### config.mk
export PLATFORM = sky130hd
export DESIGN_NAME = decode_queue_flat
export DESIGN_NICKNAME = d
export VERILOG_FILES = /design/src/rtl/decode_queue_if.sv /design/src/rtl/decode_queue.sv /design/src/flat_wrapper.sv
export SDC_FILE = /design/constraint.sdc
export NUM_CORES = 1
export LEC_CHECK = 0
export ABC_CLOCK_PERIOD_IN_PS = 9300
export CORE_AREA = 2 2 154 156
export DETAILED_ROUTE_END_ITERATION = 8
export DIE_AREA = 0 0 156 158
export PLACE_DENSITY = 0.91
export REMOVE_ABC_BUFFERS = 1
export SETUP_SLACK_MARGIN = 0.5
export SYNTH_ARGS = -nofsm -noshare
export SYNTH_HDL_FRONTEND = slang
export SYNTH_SLANG_ARGS = --single-unit
### constraint.sdc
create_clock -name clk -period 9.3 [get_ports clk]
set_input_delay 1.86 -clock clk [delete_from_list [all_inputs] [get_ports clk]]
set_output_delay 1.86 -clock clk [all_outputs]
set_load 0.01 [all_outputs]
### src/rtl/decode_queue_if.sv
`default_nettype none
// decode_queue_if: fetch-side, EX-side and load-use signals of decode_queue (rev 1.0).
// master = environment (fetch/EX), slave = decode_queue.
interface decode_queue_if #(
  parameter int DEPTH = 4,
  parameter int XLEN  = 32
);
  localparam int CW = $clog2(DEPTH + 1);

  logic            in_valid;
  logic            in_ready;
  logic [XLEN-1:0] in_pc;
  logic [31:0]     in_instr;
  logic            flush;
  logic            idex_mem_rd;
  logic [4:0]      idex_rd;
  logic            out_valid;
  logic            out_ready;
  logic [XLEN-1:0] out_pc;
  logic [6:0]      out_opcode;
  logic [3:0]      out_funct;
  logic [4:0]      out_rs1;
  logic [4:0]      out_rs2;
  logic [4:0]      out_rd;
  logic [XLEN-1:0] out_imm;
  logic            out_illegal;
  logic            hazard;
  logic [CW-1:0]   count;

  modport master (
    output in_valid, in_pc, in_instr, flush, idex_mem_rd, idex_rd, out_ready,
    input  in_ready, out_valid, out_pc, out_opcode, out_funct, out_rs1, out_rs2,
           out_rd, out_imm, out_illegal, hazard, count
  );

  modport slave (
    input  in_valid, in_pc, in_instr, flush, idex_mem_rd, idex_rd, out_ready,
    output in_ready, out_valid, out_pc, out_opcode, out_funct, out_rs1, out_rs2,
           out_rd, out_imm, out_illegal, hazard, count
  );
endinterface
`default_nettype wire

### src/rtl/decode_queue.sv
`default_nettype none
// decode_queue: instruction FIFO feeding an RV32I decode register with load-use stall (rev 1.0).
// Option DQ_FALLTHROUGH_EN: an instruction arriving at an empty queue decodes straight into the output register.
module decode_queue #(
  parameter int DEPTH = 4,
  parameter int XLEN  = 32
) (
  input  logic          clk,
  input  logic          rst,
  decode_queue_if.slave bus
);

  localparam int PW = (DEPTH > 1) ? $clog2(DEPTH) : 1;
  localparam int CW = $clog2(DEPTH + 1);

  localparam logic [6:0] OP_LUI    = 7'b0110111;
  localparam logic [6:0] OP_AUIPC  = 7'b0010111;
  localparam logic [6:0] OP_JAL    = 7'b1101111;
  localparam logic [6:0] OP_JALR   = 7'b1100111;
  localparam logic [6:0] OP_BRANCH = 7'b1100011;
  localparam logic [6:0] OP_LOAD   = 7'b0000011;
  localparam logic [6:0] OP_STORE  = 7'b0100011;
  localparam logic [6:0] OP_IMM    = 7'b0010011;
  localparam logic [6:0] OP_REG    = 7'b0110011;
  localparam logic [6:0] OP_FENCE  = 7'b0001111;
  localparam logic [6:0] OP_SYSTEM = 7'b1110011;

  logic [XLEN-1:0] pc_mem    [DEPTH];
  logic [31:0]     instr_mem [DEPTH];

  logic [PW-1:0]   r_wr_ptr;
  logic [PW-1:0]   r_rd_ptr;
  logic [CW-1:0]   r_count;

  logic            r_or_v;
  logic [XLEN-1:0] r_pc;
  logic [6:0]      r_opcode;
  logic [3:0]      r_funct;
  logic [4:0]      r_rs1;
  logic [4:0]      r_rs2;
  logic [4:0]      r_rd;
  logic [XLEN-1:0] r_imm;
  logic            r_illegal;

  logic            w_full;
  logic            w_empty;
  logic            w_hazard;
  logic            w_out_valid;
  logic            w_transfer;
  logic            w_or_free;
  logic            w_push_req;
  logic            w_bypass;
  logic            w_push;
  logic            w_pop;
  logic            w_or_load;
  logic [XLEN-1:0] w_src_pc;
  logic [31:0]     w_src_instr;

  logic [31:0]     w_imm32;
  logic [XLEN-1:0] w_d_imm;
  logic [4:0]      w_d_rd;
  logic            w_d_illegal;

  // ---------------------------------------------------------------
  // Handshake and queue control
  // ---------------------------------------------------------------
  assign w_full      = (r_count == CW'(DEPTH));
  assign w_empty     = (r_count == '0);
  assign w_hazard    = r_or_v && bus.idex_mem_rd && (bus.idex_rd != 5'd0) &&
                       ((bus.idex_rd == r_rs1) || (bus.idex_rd == r_rs2));
  assign w_out_valid = r_or_v && !w_hazard;
  assign w_transfer  = w_out_valid && bus.out_ready;
  // A stalled OR is never free because w_transfer already excludes hazard.
  assign w_or_free   = !r_or_v || w_transfer;
  assign w_push_req  = bus.in_valid && !w_full && !bus.flush;

`ifdef DQ_FALLTHROUGH_EN
  assign w_bypass    = w_push_req && w_empty && w_or_free;
`else
  assign w_bypass    = 1'b0;
`endif

  assign w_push      = w_push_req && !w_bypass;
  assign w_pop       = !w_empty && w_or_free;
  assign w_or_load   = w_pop || w_bypass;
  assign w_src_pc    = w_bypass ? bus.in_pc    : pc_mem[r_rd_ptr];
  assign w_src_instr = w_bypass ? bus.in_instr : instr_mem[r_rd_ptr];

  // ---------------------------------------------------------------
  // Immediate / destination decode of the selected source
  // ---------------------------------------------------------------
  always_comb begin
    w_imm32     = '1;
    w_d_illegal = 1'b0;
    w_d_rd      = w_src_instr[11:7];
    case (w_src_instr[6:0])
      OP_LUI, OP_AUIPC:
        w_imm32 = {w_src_instr[31:12], 12'b0};
      OP_JAL:
        w_imm32 = {{12{w_src_instr[31]}}, w_src_instr[19:12], w_src_instr[20],
                   w_src_instr[30:21], 1'b0};
      // fence and system are RV32I base opcodes and carry an I-type field
      OP_JALR, OP_LOAD, OP_IMM, OP_FENCE, OP_SYSTEM:
        w_imm32 = {{20{w_src_instr[31]}}, w_src_instr[31:20]};
      OP_BRANCH: begin
        w_imm32 = {{20{w_src_instr[31]}}, w_src_instr[7], w_src_instr[30:25],
                   w_src_instr[11:8], 1'b0};
        w_d_rd  = 5'd0;
      end
      OP_STORE: begin
        w_imm32 = {{20{w_src_instr[31]}}, w_src_instr[31:25], w_src_instr[11:7]};
        w_d_rd  = 5'd0;
      end
      OP_REG:
        w_imm32 = '0;
      default: begin
        w_imm32     = '1;
        w_d_illegal = 1'b1;
      end
    endcase
    w_d_imm = XLEN'($signed(w_imm32));
  end

  // ---------------------------------------------------------------
  // Queue storage (not reset; only pointers define occupancy)
  // ---------------------------------------------------------------
  always_ff @(posedge clk) begin
    if (!rst && w_push) begin
      pc_mem[r_wr_ptr]    <= bus.in_pc;
      instr_mem[r_wr_ptr] <= bus.in_instr;
    end
  end

  // ---------------------------------------------------------------
  // Pointers, occupancy and output register
  // ---------------------------------------------------------------
  always_ff @(posedge clk) begin
    if (rst) begin
      r_wr_ptr  <= '0;
      r_rd_ptr  <= '0;
      r_count   <= '0;
      r_or_v    <= 1'b0;
      r_pc      <= '0;
      r_opcode  <= '0;
      r_funct   <= '0;
      r_rs1     <= '0;
      r_rs2     <= '0;
      r_rd      <= '0;
      r_imm     <= '0;
      r_illegal <= 1'b0;
    end else if (bus.flush) begin
      r_wr_ptr <= '0;
      r_rd_ptr <= '0;
      r_count  <= '0;
      r_or_v   <= 1'b0;
    end else begin
      if (w_push) begin
        r_wr_ptr <= r_wr_ptr + PW'(1);
      end
      if (w_pop) begin
        r_rd_ptr <= r_rd_ptr + PW'(1);
      end
      if (w_push && !w_pop) begin
        r_count <= r_count + CW'(1);
      end else if (!w_push && w_pop) begin
        r_count <= r_count - CW'(1);
      end

      if (w_or_load) begin
        r_or_v    <= 1'b1;
        r_pc      <= w_src_pc;
        r_opcode  <= w_src_instr[6:0];
        r_funct   <= {w_src_instr[30], w_src_instr[14:12]};
        r_rs1     <= w_src_instr[19:15];
        r_rs2     <= w_src_instr[24:20];
        r_rd      <= w_d_rd;
        r_imm     <= w_d_imm;
        r_illegal <= w_d_illegal;
      end else if (w_transfer) begin
        r_or_v <= 1'b0;
      end
    end
  end

  // ---------------------------------------------------------------
  // Outputs
  // ---------------------------------------------------------------
  assign bus.in_ready    = bus.flush || !w_full;
  assign bus.out_valid   = w_out_valid;
  assign bus.hazard      = w_hazard;
  assign bus.count       = r_count;
  assign bus.out_pc      = r_pc;
  assign bus.out_opcode  = r_opcode;
  assign bus.out_funct   = r_funct;
  assign bus.out_rs1     = r_rs1;
  assign bus.out_rs2     = r_rs2;
  assign bus.out_rd      = r_rd;
  assign bus.out_imm     = r_imm;
  assign bus.out_illegal = r_illegal;

endmodule
`default_nettype wire

### src/flat_wrapper.sv
// flat-port wrapper written by rule: the top's interface ports become plain ports
module decode_queue_flat 
#(
  parameter int DEPTH = 4,
  parameter int XLEN  = 32
)
  (clk, rst, bus_in_valid, bus_in_pc, bus_in_instr, bus_flush, bus_idex_mem_rd, bus_idex_rd, bus_out_ready, bus_in_ready, bus_out_valid, bus_out_pc, bus_out_opcode, bus_out_funct, bus_out_rs1, bus_out_rs2, bus_out_rd, bus_out_imm, bus_out_illegal, bus_hazard, bus_count);
  decode_queue_if #(.DEPTH(DEPTH), .XLEN(XLEN)) bus_i ();
  input  logic clk;
  input  logic rst;
  input wire logic [$bits(bus_i.in_valid)-1:0] bus_in_valid;
  input wire logic [$bits(bus_i.in_pc)-1:0] bus_in_pc;
  input wire logic [$bits(bus_i.in_instr)-1:0] bus_in_instr;
  input wire logic [$bits(bus_i.flush)-1:0] bus_flush;
  input wire logic [$bits(bus_i.idex_mem_rd)-1:0] bus_idex_mem_rd;
  input wire logic [$bits(bus_i.idex_rd)-1:0] bus_idex_rd;
  input wire logic [$bits(bus_i.out_ready)-1:0] bus_out_ready;
  output wire logic [$bits(bus_i.in_ready)-1:0] bus_in_ready;
  output wire logic [$bits(bus_i.out_valid)-1:0] bus_out_valid;
  output wire logic [$bits(bus_i.out_pc)-1:0] bus_out_pc;
  output wire logic [$bits(bus_i.out_opcode)-1:0] bus_out_opcode;
  output wire logic [$bits(bus_i.out_funct)-1:0] bus_out_funct;
  output wire logic [$bits(bus_i.out_rs1)-1:0] bus_out_rs1;
  output wire logic [$bits(bus_i.out_rs2)-1:0] bus_out_rs2;
  output wire logic [$bits(bus_i.out_rd)-1:0] bus_out_rd;
  output wire logic [$bits(bus_i.out_imm)-1:0] bus_out_imm;
  output wire logic [$bits(bus_i.out_illegal)-1:0] bus_out_illegal;
  output wire logic [$bits(bus_i.hazard)-1:0] bus_hazard;
  output wire logic [$bits(bus_i.count)-1:0] bus_count;
  assign bus_i.in_valid = bus_in_valid;
  assign bus_i.in_pc = bus_in_pc;
  assign bus_i.in_instr = bus_in_instr;
  assign bus_i.flush = bus_flush;
  assign bus_i.idex_mem_rd = bus_idex_mem_rd;
  assign bus_i.idex_rd = bus_idex_rd;
  assign bus_i.out_ready = bus_out_ready;
  assign bus_in_ready = bus_i.in_ready;
  assign bus_out_valid = bus_i.out_valid;
  assign bus_out_pc = bus_i.out_pc;
  assign bus_out_opcode = bus_i.out_opcode;
  assign bus_out_funct = bus_i.out_funct;
  assign bus_out_rs1 = bus_i.out_rs1;
  assign bus_out_rs2 = bus_i.out_rs2;
  assign bus_out_rd = bus_i.out_rd;
  assign bus_out_imm = bus_i.out_imm;
  assign bus_out_illegal = bus_i.out_illegal;
  assign bus_hazard = bus_i.hazard;
  assign bus_count = bus_i.count;
  decode_queue #(.DEPTH(DEPTH), .XLEN(XLEN)) u_core (.clk(clk), .rst(rst), .bus(bus_i));
endmodule
Yosys cells after proc, flatten, opt, wreduce, memory -nomap -nowiden
Memories as Yosys holds them, arrays and structs flattened. A register that Yosys moved wholly into a read port is not among the register bits.
Index checks and enable logic that the tools add are counted.
{"block": "word_totals", "ff_bits": 67, "ram_bits": 256, "inputBits": 75, "output_inout_bits": 97, "elab_cells": 75, "memories": 2}
{"name": "u_core.instr_mem", "words": 4, "width": 32, "read_ports": 1, "rd_clocked_by_memory_dff": 1, "write_ports": 1, "line": "decode_queue.sv:29", "text": "logic [31:0] instr_mem [DEPTH];"}
{"name": "u_core.pc_mem", "words": 4, "width": 32, "read_ports": 1, "rd_clocked_by_memory_dff": 1, "write_ports": 1, "line": "decode_queue.sv:28", "text": "logic [XLEN-1:0] pc_mem [DEPTH];"}
{"block": "op_classes", "addsub": 4, "n_eq_ne": 14, "muxes": 11, "bitwise_logic": 1, "reduce_logical": 32}
{"op": "$pmux 32 s6", "count": 1}
{"op": "$eq 7x7->1 const B", "count": 4}
{"op": "$eq 7x6->1 const B", "count": 3}
{"op": "$eq 7x5->1 const B", "count": 2}
{"op": "$logic_and 1x1->1", "count": 11}
{"op": "$reduce_or 11->1", "count": 1}
{"op": "$eq 5x5->1", "count": 2}
{"op": "$logic_not 1->1", "count": 8}
{"op": "$eq 7x2->1 const B", "count": 1}
{"op": "$eq 7x4->1 const B", "count": 1}
{"op": "$mux 3", "count": 2}
{"op": "$reduce_or 2->1", "count": 3}
{"op": "$mux 1", "count": 5}
{"op": "$mux 5", "count": 1}
{"op": "$reduce_bool 5->1", "count": 1}
{"op": "$reduce_or 5->1", "count": 1}
{"op": "$add 2x1->2 const B", "count": 2}
{"op": "$mux 2", "count": 2}
{"op": "$reduce_bool 2->1", "count": 2}
{"op": "$add 3x1->3 const B", "count": 1}
{"op": "$eq 3x3->1 const B", "count": 1}
{"op": "$logic_not 3->1", "count": 1}
{"op": "$logic_or 1x1->1", "count": 3}
{"op": "$sub 3x1->3 const B", "count": 1}
{"op": "other kinds (2)", "count": 2}

Depth between registers and ports, before layout
Gate-level depths: netlist (run 1).
{"block": "depth", "word_depth": 11, "depth_mapped": 12}

Worst setup path before layout (run 1)
Ideal clock, no wire load.
{"block": "synth_path", "kind": "input port to output port", "startpoint": "input bus_idex_rd[0]", "endpoint": "output bus_out_valid", "arrival_time_ns": 2.912, "required_time_ns": 7.440, "slack_ns": 4.528, "cell_stages": 4, "n_path_buf": 0, "path_cell_list": "or4_1 o211ai_1 nor2_1 nor2b_1"}
{"block": "synth_via", "elab_chain_cells": 5, "word_cells_on_any_way": 8, "classes_between": "2 x eq/ne; 6 x reduce/logical"}
{"element": "start: declaration", "line": "flat_wrapper.sv:16", "text": "input wire logic [$bits(bus_i.idex_rd)-1:0] bus_idex_rd;"}
{"element": "$eq 5x5->1 / $reduce_bool 5->1 (equally long branches)", "line": "decode_queue.sv:70, decode_queue.sv:69"}
{"element": "$logic_or 1x1->1 / $logic_and 1x1->1 (equally long branches)", "line": "decode_queue.sv:70, decode_queue.sv:69"}
{"element": "$logic_and 1x1->1 (*)", "line": "decode_queue.sv:69", "text": "assign w_hazard = r_or_v && bus.idex_mem_rd && (bus.idex_rd != 5'd0) &&"}
{"element": "net bus_hazard", "line": "flat_wrapper.sv:28", "text": "output wire logic [$bits(bus_i.hazard)-1:0] bus_hazard;"}
{"element": "$logic_not 1->1 (*)", "line": "decode_queue.sv:71", "text": "assign w_out_valid = r_or_v && !w_hazard;"}
{"element": "$logic_and 1x1->1 (*)", "line": "decode_queue.sv:71"}
{"element": "end: declaration", "line": "flat_wrapper.sv:19", "text": "output wire logic [$bits(bus_i.out_valid)-1:0] bus_out_valid;"}
The timed path passes the listed nets; every way through them passes the cells marked *.

Final worst setup path (run 1)
{"block": "layout_path", "startpoint": "input bus_idex_rd[3]", "endpoint": "output bus_out_valid"}
{"block": "layout_via", "elab_chain_cells": 5, "word_cells_on_any_way": 8, "classes_between": "2 x eq/ne; 6 x reduce/logical"}
{"element": "$eq 5x5->1 / $reduce_bool 5->1 (equally long branches)", "line": "decode_queue.sv:70, decode_queue.sv:69"}
{"element": "$logic_or 1x1->1 / $logic_and 1x1->1 (equally long branches)", "line": "decode_queue.sv:70, decode_queue.sv:69"}
{"element": "$logic_and 1x1->1 (*)", "line": "decode_queue.sv:69"}
{"element": "$logic_not 1->1 (*)", "line": "decode_queue.sv:71"}
{"element": "$logic_and 1x1->1 (*)", "line": "decode_queue.sv:71"}
Mark *: on every way between the ends. The rest lies on a longest branch, timed or not.

==> results of run 1 <==
[how the worst min path moves through the flow]
stage                                         from                       end  slack [ps]  cells after the start
after global placement     u_core.bus.out_funct[2]   u_core.bus.out_funct[2]         440                      2
after detailed placement  u_core.bus.out_opcode[0]  u_core.bus.out_opcode[0]         450                      2
after floorplan                 u_core.r_wr_ptr[1]        u_core.r_wr_ptr[1]         470                      2
final                     u_core.bus.out_opcode[3]  u_core.bus.out_opcode[3]         450                      2
after global routing         u_core.bus.out_pc[12]     u_core.bus.out_pc[12]         470                      2
after CTS                 u_core.bus.out_opcode[0]  u_core.bus.out_opcode[0]         450                      2
[final cells by class]
type / instances / area [um2]
multi-input cells: 439 / 3490
repair buffers: 177 / 1750
flip-flops and latches: 357 / 9710
fillers: 1369 / 6560
diodes: 3 / 7.51
clock inverters: 17 / 156
inverters: 8 / 30.0
well taps: 290 / 363
clock buffers: 47 / 983
[cell usage after synthesis, types with 7 or more instances]
library cell,number
a211oi_1,16
nor2_1,49
nor4_1,7
edfxtp_1,256
xor2_1,12
nand2_1,140
dfxtp_1,101
nand3_1,7
nor3_1,12
buf_2,7
buf_1,7
clkbuf_1,29
inv_1,8
a211oi_2,10
a21oi_1,66
mux4_2,63
[power by group through the flow]
stage | clock, uW | sequential, uW | combinational, uW
2_1_floorplan | 0 | 2050 | 420
3_3_place_gp | 0 | 1970 | 918
3_5_place_dp | 0 | 1970 | 946
4_1_cts | 1410 | 1940 | 956
5_1_grt | 1470 | 1960 | 1030
6_report | 1390 | 1940 | 951
[worst register-to-register path, delay by kind of cell (launching register included)]
kind | cells | cell delay [ps]
AO/OA/AOI/OAI | 1 | 250
buffers and inverters | 2 | 580
flip-flops | 1 | 310
multiplexers | 1 | 760
AND/OR/NAND/NOR | 4 | 1180
[logic make-up (layout without fill, tap and decap cells)]
logic type	after synthesis	count (layout)	synth area share (%)
flip-flops	357	357	72.4
AND/OR/NAND/NOR	242	242	7.99
AO/OA/AOI/OAI	109	109	5.39
multiplexers	66	66	10.8
buffers and inverters	54	249	1.72
XOR/XNOR	16	16	1.05
adder cells (fa/ha/maj)	6	6	0.616
other	0	3	0
[metal layers]
layer | wire, um | share of wire (%) | global-route usage, % | up-vias
met5 | 0 | 0 | 0 | -
met4 | 735 | 2.6 | 8.13 | 0
met3 | 2040 | 7.2 | 4.85 | 63
met2 | 14200 | 51 | 39.3 | 361
met1 | 11100 | 40 | 29.6 | 3866
li1 | - | - | - | 3560
[state kept, by name, summed over array words and instances (netlist names), named ones only]
signal and count:
u_core.pc_mem 128, u_core.r_rd_ptr 2, u_core.bus.out_illegal 1, u_core.r_or_v 1
u_core.bus.out_funct 4, u_core.bus.out_rs1 5, u_core.bus.out_pc 32, u_core.r_wr_ptr 2
u_core.bus.out_rs2 5, u_core.bus.out_opcode 7, u_core.instr_mem 128, u_core.bus.out_imm 32
u_core.bus.count 3, u_core.bus.out_rd 5
[layout by cell type, fill, tap and decap left out, types with 5 or more instances in the layout]
cell type	n
edfxtp_1	256
clkdlybuf4s50_1	170
nand2_1	140
dfxtp_1	97
a21oi_1	66
mux4_2	63
nor2_1	48
clkbuf_16	37
a211oi_1	16
xor2_1	12
nor3_1	12
a211oi_2	10
inv_1	8
clkbuf_1	8
clkinv_2	8
nand3_1	7
nor4_1	7
buf_4	7
a22oi_1	5
ha_1	5
clkinv_1	5
[stage by stage]
step	power [uW]	instance area [um2]	hold WS, ps	instances
6_report	4280	16500	452	1338
5_1_grt	4460	16500	471	1336
4_1_cts	4310	16500	454	1335
3_5_place_dp	2920	15300	447	1271
3_3_place_gp	2890	15300	443	1271
2_1_floorplan	2460	13200	469	804
==> reports/results.ini, run 1 <==
[setup_path]
startpoint_type = input pin
reg2regPathDepth = 8
worst-endpoint-arrival_ps = 3990
crit_buf_inv = 2
cp_cell_sequence = clkdlybuf4s50_1, or4_1, o211ai_1, nor2_1, nor2b_1, clkdlybuf4s50_1
path_delay_family = buffers and inverters
max_stage_delay_ps = 570
path_common_cell = clkdlybuf4s50_1
path_max_fanout = 3
cp.depth = 6
crit_path_start = bus_idex_rd[3]
crit_end = bus_out_valid
r2r_setup_slack_ps = 6120
crit_type = in2out
required_ps = 7440
worst_setup_path_end_kind = output port
slowest_stage = or4_1
r2r_end = u_core.bus.out_imm[18]

[power_and_ir_drop]
leakagePower_uw = 0.00529
powerDensity_nw_per_um2 = 260
vdd_ir_drop_max_mv = 0.223
power_frac_clock_pct = 32.4
combinationalPowerShare_pct = 22.2
switching_share_pct = 26.8
sequentialPowerShare_pct = 45.4
internal_power_uw = 3130
power.switching_uw = 1150

[route]
first_pass_iters = 5
vias_per_cell = 5.87
drtAntennaViolNets = 0
route.detailed.drc = 0
post_drt_wl_per_cell_um = 21.0
drt_iter0_drc = 613
totalWireLength_um = 28100
num_vias = 7850

[place]
port-buffer-count = 171
place_congestion = 0.760
dp_slack_ps = 3530
dp_hpwl_um = 16900

[logic_synthesis]
synthesis.area_um2 = 13400
syn_inst = 850
yosys_warnings = 0
yosys.area.top_type_share_pct = 57.3
synth_seq_area_share_pct = 72.4
synth_area_per_cell_um2 = 15.8
yosys_register_bits = 357
synthFlopType = edfxtp_1
yosys-top-cells-area = edfxtp_1 57%, dfxtp_1 15%, mux4_2 11%
synth_async_sr_flop_share_pct = 0
yosys.area.top_type = edfxtp_1
synth_cell_types = 47
synth_edf_count = 256

[clock_network]
cts-buffers-inserted = 36
cts-resized-gates = 0
cts_setup_buffers = 0
ctsHoldBuffers = 0
cts.clk_slew.worst_paths_ps = 60
cts_tree = built
cts.sinks = 357
clock_path_buffers = 3
clk_latency_ps = 500
clock-root-buffer = clkbuf_16
cts_max_level = 2

[floorplan]
dieWidth_um = 156
pin_count = 172
initial_utilization_pct = 58.2
chipHeight_um = 158
die_area_um2 = 24600
fp-row-count = 56
core_um2 = 23100

[flow_run]
cap_viol_max_count = 0

[timing]
min_period_ps = 5850
finalMaxSlewViolations = 0
rsz0062_at_grt = false
postLayoutSetupSlackWorst_ps = 3450
max_freq_mhz = 171
clock_skew_ps = 15.0
fin_crit_sh_pct = 62.9
slew-limit-headroom_pct = 23.4
setup_tns_ps = 0
worst_slew_pin_slew_ps = 1150
finalSetupViolations = 0
hold_viol_final = 0

[global_routing]
grt_max_degree = 92
antenna_found_initial = 3
grt.total_usage_pct = 23.0
grt_pass1_wl_um = 43100
grt.overflow.total = 0
grt_pass1_vias = 7847

[outcome]
status = completed

[cells_and_area]
syn2layout_area_growth_pct = 23.0
postLayoutCoreUtil_pct = 71.6
drive_above_1_share_pct = 14.7
final_nets = 1100

[worst_hold_path]
hp-class = reg2reg

Note: power is estimated with default switching activity, not from simulation.
==> run 2: changes to the inputs <==
--- a/config.mk
+++ b/config.mk
@@ -5,11 +5,11 @@
 export SDC_FILE = /design/constraint.sdc
 export NUM_CORES = 1
 export LEC_CHECK = 0
-export ABC_CLOCK_PERIOD_IN_PS = 9300
-export CORE_AREA = 2 2 154 156
+export ABC_CLOCK_PERIOD_IN_PS = 5650
+export CORE_AREA = 2 2 160 162
 export DETAILED_ROUTE_END_ITERATION = 8
-export DIE_AREA = 0 0 156 158
-export PLACE_DENSITY = 0.91
+export DIE_AREA = 0 0 162 164
+export PLACE_DENSITY = 0.85
 export REMOVE_ABC_BUFFERS = 1
 export SETUP_SLACK_MARGIN = 0.5
 export SYNTH_ARGS = -nofsm -noshare
==> constraint.sdc (replaced) <==
create_clock -name clk -period 5.65 [get_ports clk]
set_input_delay 1.13 -clock clk [delete_from_list [all_inputs] [get_ports clk]]
set_output_delay 1.13 -clock clk [all_outputs]
set_load 0.01 [all_outputs]
==> reports/results.ini, run 2 (same netlist as run 1, synthesis figures left out) <==
[outcome]
status = completed

[cells_and_area]
final_nets = 1101
syn2layout_area_growth_pct = 23.9
final_cell_mix = 256 x edfxtp_1, 170 x clkdlybuf4s50_1, 140 x nand2_1
fin_cells = 1379
drive_above_1_share_pct = 14.7
postLayoutCoreUtil_pct = 66.9
final_common_cell = edfxtp_1
largestRegisters = u_core.instr_mem (128), u_core.pc_mem (128)

[setup_path]
reg2regPathDepth = 7
crit_type = in2out
slowest_stage = or4_1
r2r_end = u_core.bus.out_imm[14]
path_delay_family = buffers and inverters
path_common_cell = clkdlybuf4s50_1
max_stage_delay_ps = 580
startpoint_type = input pin
path_max_fanout = 3
worst-endpoint-arrival_ps = 3240
crit_buf_inv = 2
worst_setup_path_end_kind = output port
required_ps = 4520
cp_cell_sequence = clkdlybuf4s50_1, or4_1, o211ai_1, nor2_1, nor2b_1, clkdlybuf4s50_1
r2r_setup_slack_ps = 2270

[global_routing]
antenna_found_initial = 2
grt_max_degree = 92
grt_pass1_wl_um = 44300
grt.total_usage_pct = 21.9
grt.overflow.total = 0
grt_pass1_vias = 7978

[route]
num_vias = 7801
first_pass_iters = 5
drt_iter0_drc = 696
vias_per_cell = 5.66
drtAntennaViolNets = 0
route.detailed.drc = 0
totalWireLength_um = 28600
post_drt_wl_per_cell_um = 20.7

[timing]
clock_skew_ps = 14.3
worst_slew_pin_slew_ps = 1120
slew-limit-headroom_pct = 25.6
rsz0062_at_grt = false
finalMaxSlewViolations = 0
hold_viol_final = 0
finalSetupViolations = 0
fin_crit_sh_pct = 77.4
min_period_ps = 4370
postLayoutSetupSlackWorst_ps = 1280
max_freq_mhz = 229
setup_tns_ps = 0

[floorplan]
dieWidth_um = 162
core_um2 = 24800
fp-row-count = 58
chipHeight_um = 164
die_area_um2 = 26600
pin_count = 172
initial_utilization_pct = 54.0

[clock_network]
cts-buffers-inserted = 37
cts_max_level = 2
clk_latency_ps = 520
cts_tree = built
clock-root-buffer = clkbuf_16
ctsHoldBuffers = 0
clock_path_buffers = 3
cts-resized-gates = 0
cts_setup_buffers = 0
cts.sinks = 357
cts.clk_slew.worst_paths_ps = 50

[place]
place_congestion = 0.765
dp_hpwl_um = 16600
port-buffer-count = 171
dpl.cell_count = 1311
dp_slack_ps = 1380

[power_and_ir_drop]
vdd_ir_drop_max_mv = 0.307
leakagePower_uw = 0.00532
powerDensity_nw_per_um2 = 431
p_total_uw = 7170

[worst_hold_path]
hold_depth = 2
min_to = u_core.bus.out_pc[11]
hp-start = u_core.bus.out_pc[11]
hp-class = reg2reg

[flow_run]
cap_viol_max_count = 0

-- run 2: changes by cell type in the layout (fill, tap and decap cells not counted), sizes merged --
cell / delta
inv: +1
diode: -2
clkinv: -5
clkbuf: +7
-- run 2: report_power, final --
group	switching, uW	internal, uW
combinational	796	751
sequential	165	3050
clock	949	1450
total	1910	5250
-- run 2: worst reg2reg max path: cells and delay by family (launching register included) --
kind / cells / cell delay [ps]
AOI/OAI and AO/OA: 3 / 610
buffers and inverters: 1 / 80
DFF: 1 / 960
muxes: 1 / 560
and+or+nand+nor: 2 / 1000
-- run 2: final cells by class --
| cell class | count | area, um2 |
|---|---|---|
| clock inverter | 13 | 140 |
| multi-input combinational | 439 | 3490 |
| sequential | 357 | 9710 |
| antenna | 1 | 2.50 |
| tap | 330 | 413 |
| fill | 1668 | 8210 |
| inverter | 8 | 30.0 |
| clock buffer | 54 | 1070 |
| timing repair buffer | 177 | 1750 |
-- run 2: worst max-delay path by stage --
stage	depth (start not counted)	startpoint	slack, ps	endpoint
6_report	6	bus_idex_rd[3]	1280	bus_out_valid
5_1_grt	6	bus_idex_rd[3]	1200	bus_out_valid
4_1_cts	6	bus_idex_rd[3]	1280	bus_out_valid
3_5_place_dp	6	bus_idex_rd[0]	1380	bus_out_valid
3_3_place_gp	6	bus_idex_rd[0]	1390	bus_out_valid
2_1_floorplan	7	bus_idex_rd[3]	590	u_core.bus.out_imm[30]
-- run 2: metal layers --
layer | track usage (%) | vias to the layer above | part of all wire [%]
met5 | 0 | - | 0.056
met4 | 6.64 | 2 | 2.1
met3 | 4.85 | 54 | 7.4
met2 | 38.5 | 319 | 51
met1 | 27.3 | 3875 | 39
li1 | - | 3551 | -
-- run 2: per-stage QoR --
stage / cell area [um2] / hold slack (ps)
final: 16600 / 454
after global routing: 16600 / 478
after CTS: 16600 / 455
after detailed placement: 15400 / 447
after global placement: 15400 / 441
after floorplan: 13200 / 469
==> run 3: changes to the inputs <==
--- a/config.mk
+++ b/config.mk
@@ -5,7 +5,7 @@
 export SDC_FILE = /design/constraint.sdc
 export NUM_CORES = 1
 export LEC_CHECK = 0
-export ABC_CLOCK_PERIOD_IN_PS = 5650
+export ABC_CLOCK_PERIOD_IN_PS = 4330
 export CORE_AREA = 2 2 160 162
 export DETAILED_ROUTE_END_ITERATION = 8
 export DIE_AREA = 0 0 162 164
==> constraint.sdc (replaced) <==
create_clock -name clk -period 4.33 [get_ports clk]
set_input_delay 0.866 -clock clk [delete_from_list [all_inputs] [get_ports clk]]
set_output_delay 0.866 -clock clk [all_outputs]
set_load 0.01 [all_outputs]
==> reports/results.ini, run 3 (same netlist as run 1, synthesis figures left out) <==
[route]
drtAntennaViolNets = 0
post_drt_wl_per_cell_um = 20.3
drt_iter0_drc = 664
wl_met3_um = 1890
totalWireLength_um = 28200
first_pass_iters = 5
vias_per_cell = 5.61
num_vias = 7797
routed.top_layer = met5
drt-met1-wl_um = 11400
wl_met2_um = 14300
route.detailed.drc = 0

[worst_hold_path]
hp-class = reg2reg

[cells_and_area]
regArea_um2 = 9710
final_nets = 1110
design_area_um2 = 16700
multi_input_area_um2 = 3490
syn2layout_area_growth_pct = 24.7
largestRegisters = u_core.instr_mem (128), u_core.pc_mem (128)
drive_above_1_share_pct = 15.5
final_cell_mix = 256 x edfxtp_1, 169 x clkdlybuf4s50_1, 140 x nand2_1
nFillCells = 1674
final_common_cell = edfxtp_1

[clock_network]
cts-buffers-inserted = 37
clock_path_buffers = 3
cts_max_level = 2
cts_tree = built
cts.sinks = 357
clock-root-buffer = clkbuf_16
clk_latency_ps = 500
ctsHoldBuffers = 0
cts.clk_slew.worst_paths_ps = 60

[global_routing]
grt_max_degree = 57
grt_pass1_vias = 8048
grt_pass1_wl_um = 44300
grt.total_usage_pct = 21.8
antenna_found_initial = 5
grt.overflow.total = 0

[setup_path]
worst_setup_path_end_kind = output port
startpoint_type = input pin
path_max_fanout = 3
required_ps = 3460
crit_buf_inv = 2
crit_type = in2out
path_common_cell = clkdlybuf4s50_1
path_delay_family = buffers and inverters
worst-endpoint-arrival_ps = 2750
max_stage_delay_ps = 540
cp_cell_sequence = clkdlybuf4s50_1, or4_1, o211ai_1, nor2_1, clkdlybuf4s50_1
slowest_stage = or4_1

[floorplan]
core_um2 = 24800
fp-row-count = 58
pin_count = 172
initial_utilization_pct = 54.0
chipHeight_um = 164
dieWidth_um = 162
die_area_um2 = 26600

[place]
dp_hpwl_um = 17700
place_area_um2 = 15500
place_congestion = 0.743
dp_slack_ps = 552
port-buffer-count = 171

[timing]
worst_slew_pin_slew_ps = 941
postLayoutSetupSlackWorst_ps = 713
setup_tns_ps = 0
max_freq_mhz = 276
rsz0062_at_grt = false
fin_crit_sh_pct = 83.5
finalSetupViolations = 0
finalMaxSlewViolations = 0
slew-limit-headroom_pct = 37.2
clock_skew_ps = 15.1
min_period_ps = 3620
hold_viol_final = 0

[power_and_ir_drop]
leakagePower_uw = 0.00538
powerDensity_nw_per_um2 = 556
vdd_ir_drop_max_mv = 0.387
p_total_uw = 9300

[outcome]
status = completed

[flow_run]
cap_viol_max_count = 0

## run 3: cell count changes in the layout (fill, tap and decap cells not counted), moves of 2 or more
| cell | delta |
|---|---|
| buf_12 | +5 |
| buf_4 | +4 |
| clkbuf_1 | -2 |
| clkbuf_16 | -2 |
| diode_2 | +4 |
## run 3: worst register-to-register path, cell delays in order (launching register included)
cell and delay (ps):
dfxtp_2 430, buf_4 420, mux4_2 480, or3_1 390
a21oi_1 190, o21ai_2 210, nor3_2 590, a211oi_1 170
## run 3: cell type report
class                           instances  share of cell area (%)
Clock inverter                         14                   0.891
Timing Repair Buffer                  186                    11.3
Clock buffer                           51                    6.15
Multi-Input combinational cell        439                    20.8
Sequential cell                       357                    58.1
Tap cell                              330                    2.47
Inverter                                8                   0.180
Antenna cell                            5                  0.0748
## run 3: through the flow
stage | hold WS [ps] | utilization [%] | cells
CTS | 458 | 67.3 | 1384
detailed placement | 448 | 62.5 | 1319
floorplan | 469 | - | 804
finish | 454 | 67.4 | 1390
global route | 476 | 67.3 | 1386
global placement | 442 | 62.5 | 1319
## run 3: layer usage
layer	up-vias	track usage [%]
met5	-	0
met4	2	6.52
met3	51	4.77
met2	252	37.8
met1	3911	27.8
li1	3581	-
## run 3: timing repair
| item | in CTS | in global routing |
|---|---|---|
| endpoints found under the setup margin | 0 | 1 |
| resized for setup | 0 | 1 |
| endpoints found under the hold margin | 0 | 0 |
| setup buffers | 0 | 1 |
## run 3: power breakdown
group	leakage [uW]	total [uW]	switching (uW)	internal, uW
logic	0.00167	2030	1030	1000
registers	0.00314	4210	228	3980
clock network	0.000572	3060	1230	1840
total	0.00538	9300	2480	6820
## run 3: worst paths after layout
path              cells after the start                   from  slack [ps]                     end
hold reg to reg                       2  u_core.bus.out_pc[11]         450   u_core.bus.out_pc[11]
setup reg to reg                      7                   flop        1290  u_core.bus.out_imm[13]
setup / recovery                      5         bus_idex_rd[3]         710              bus_hazard
hold / removal                        2  u_core.bus.out_pc[11]         450   u_core.bus.out_pc[11]
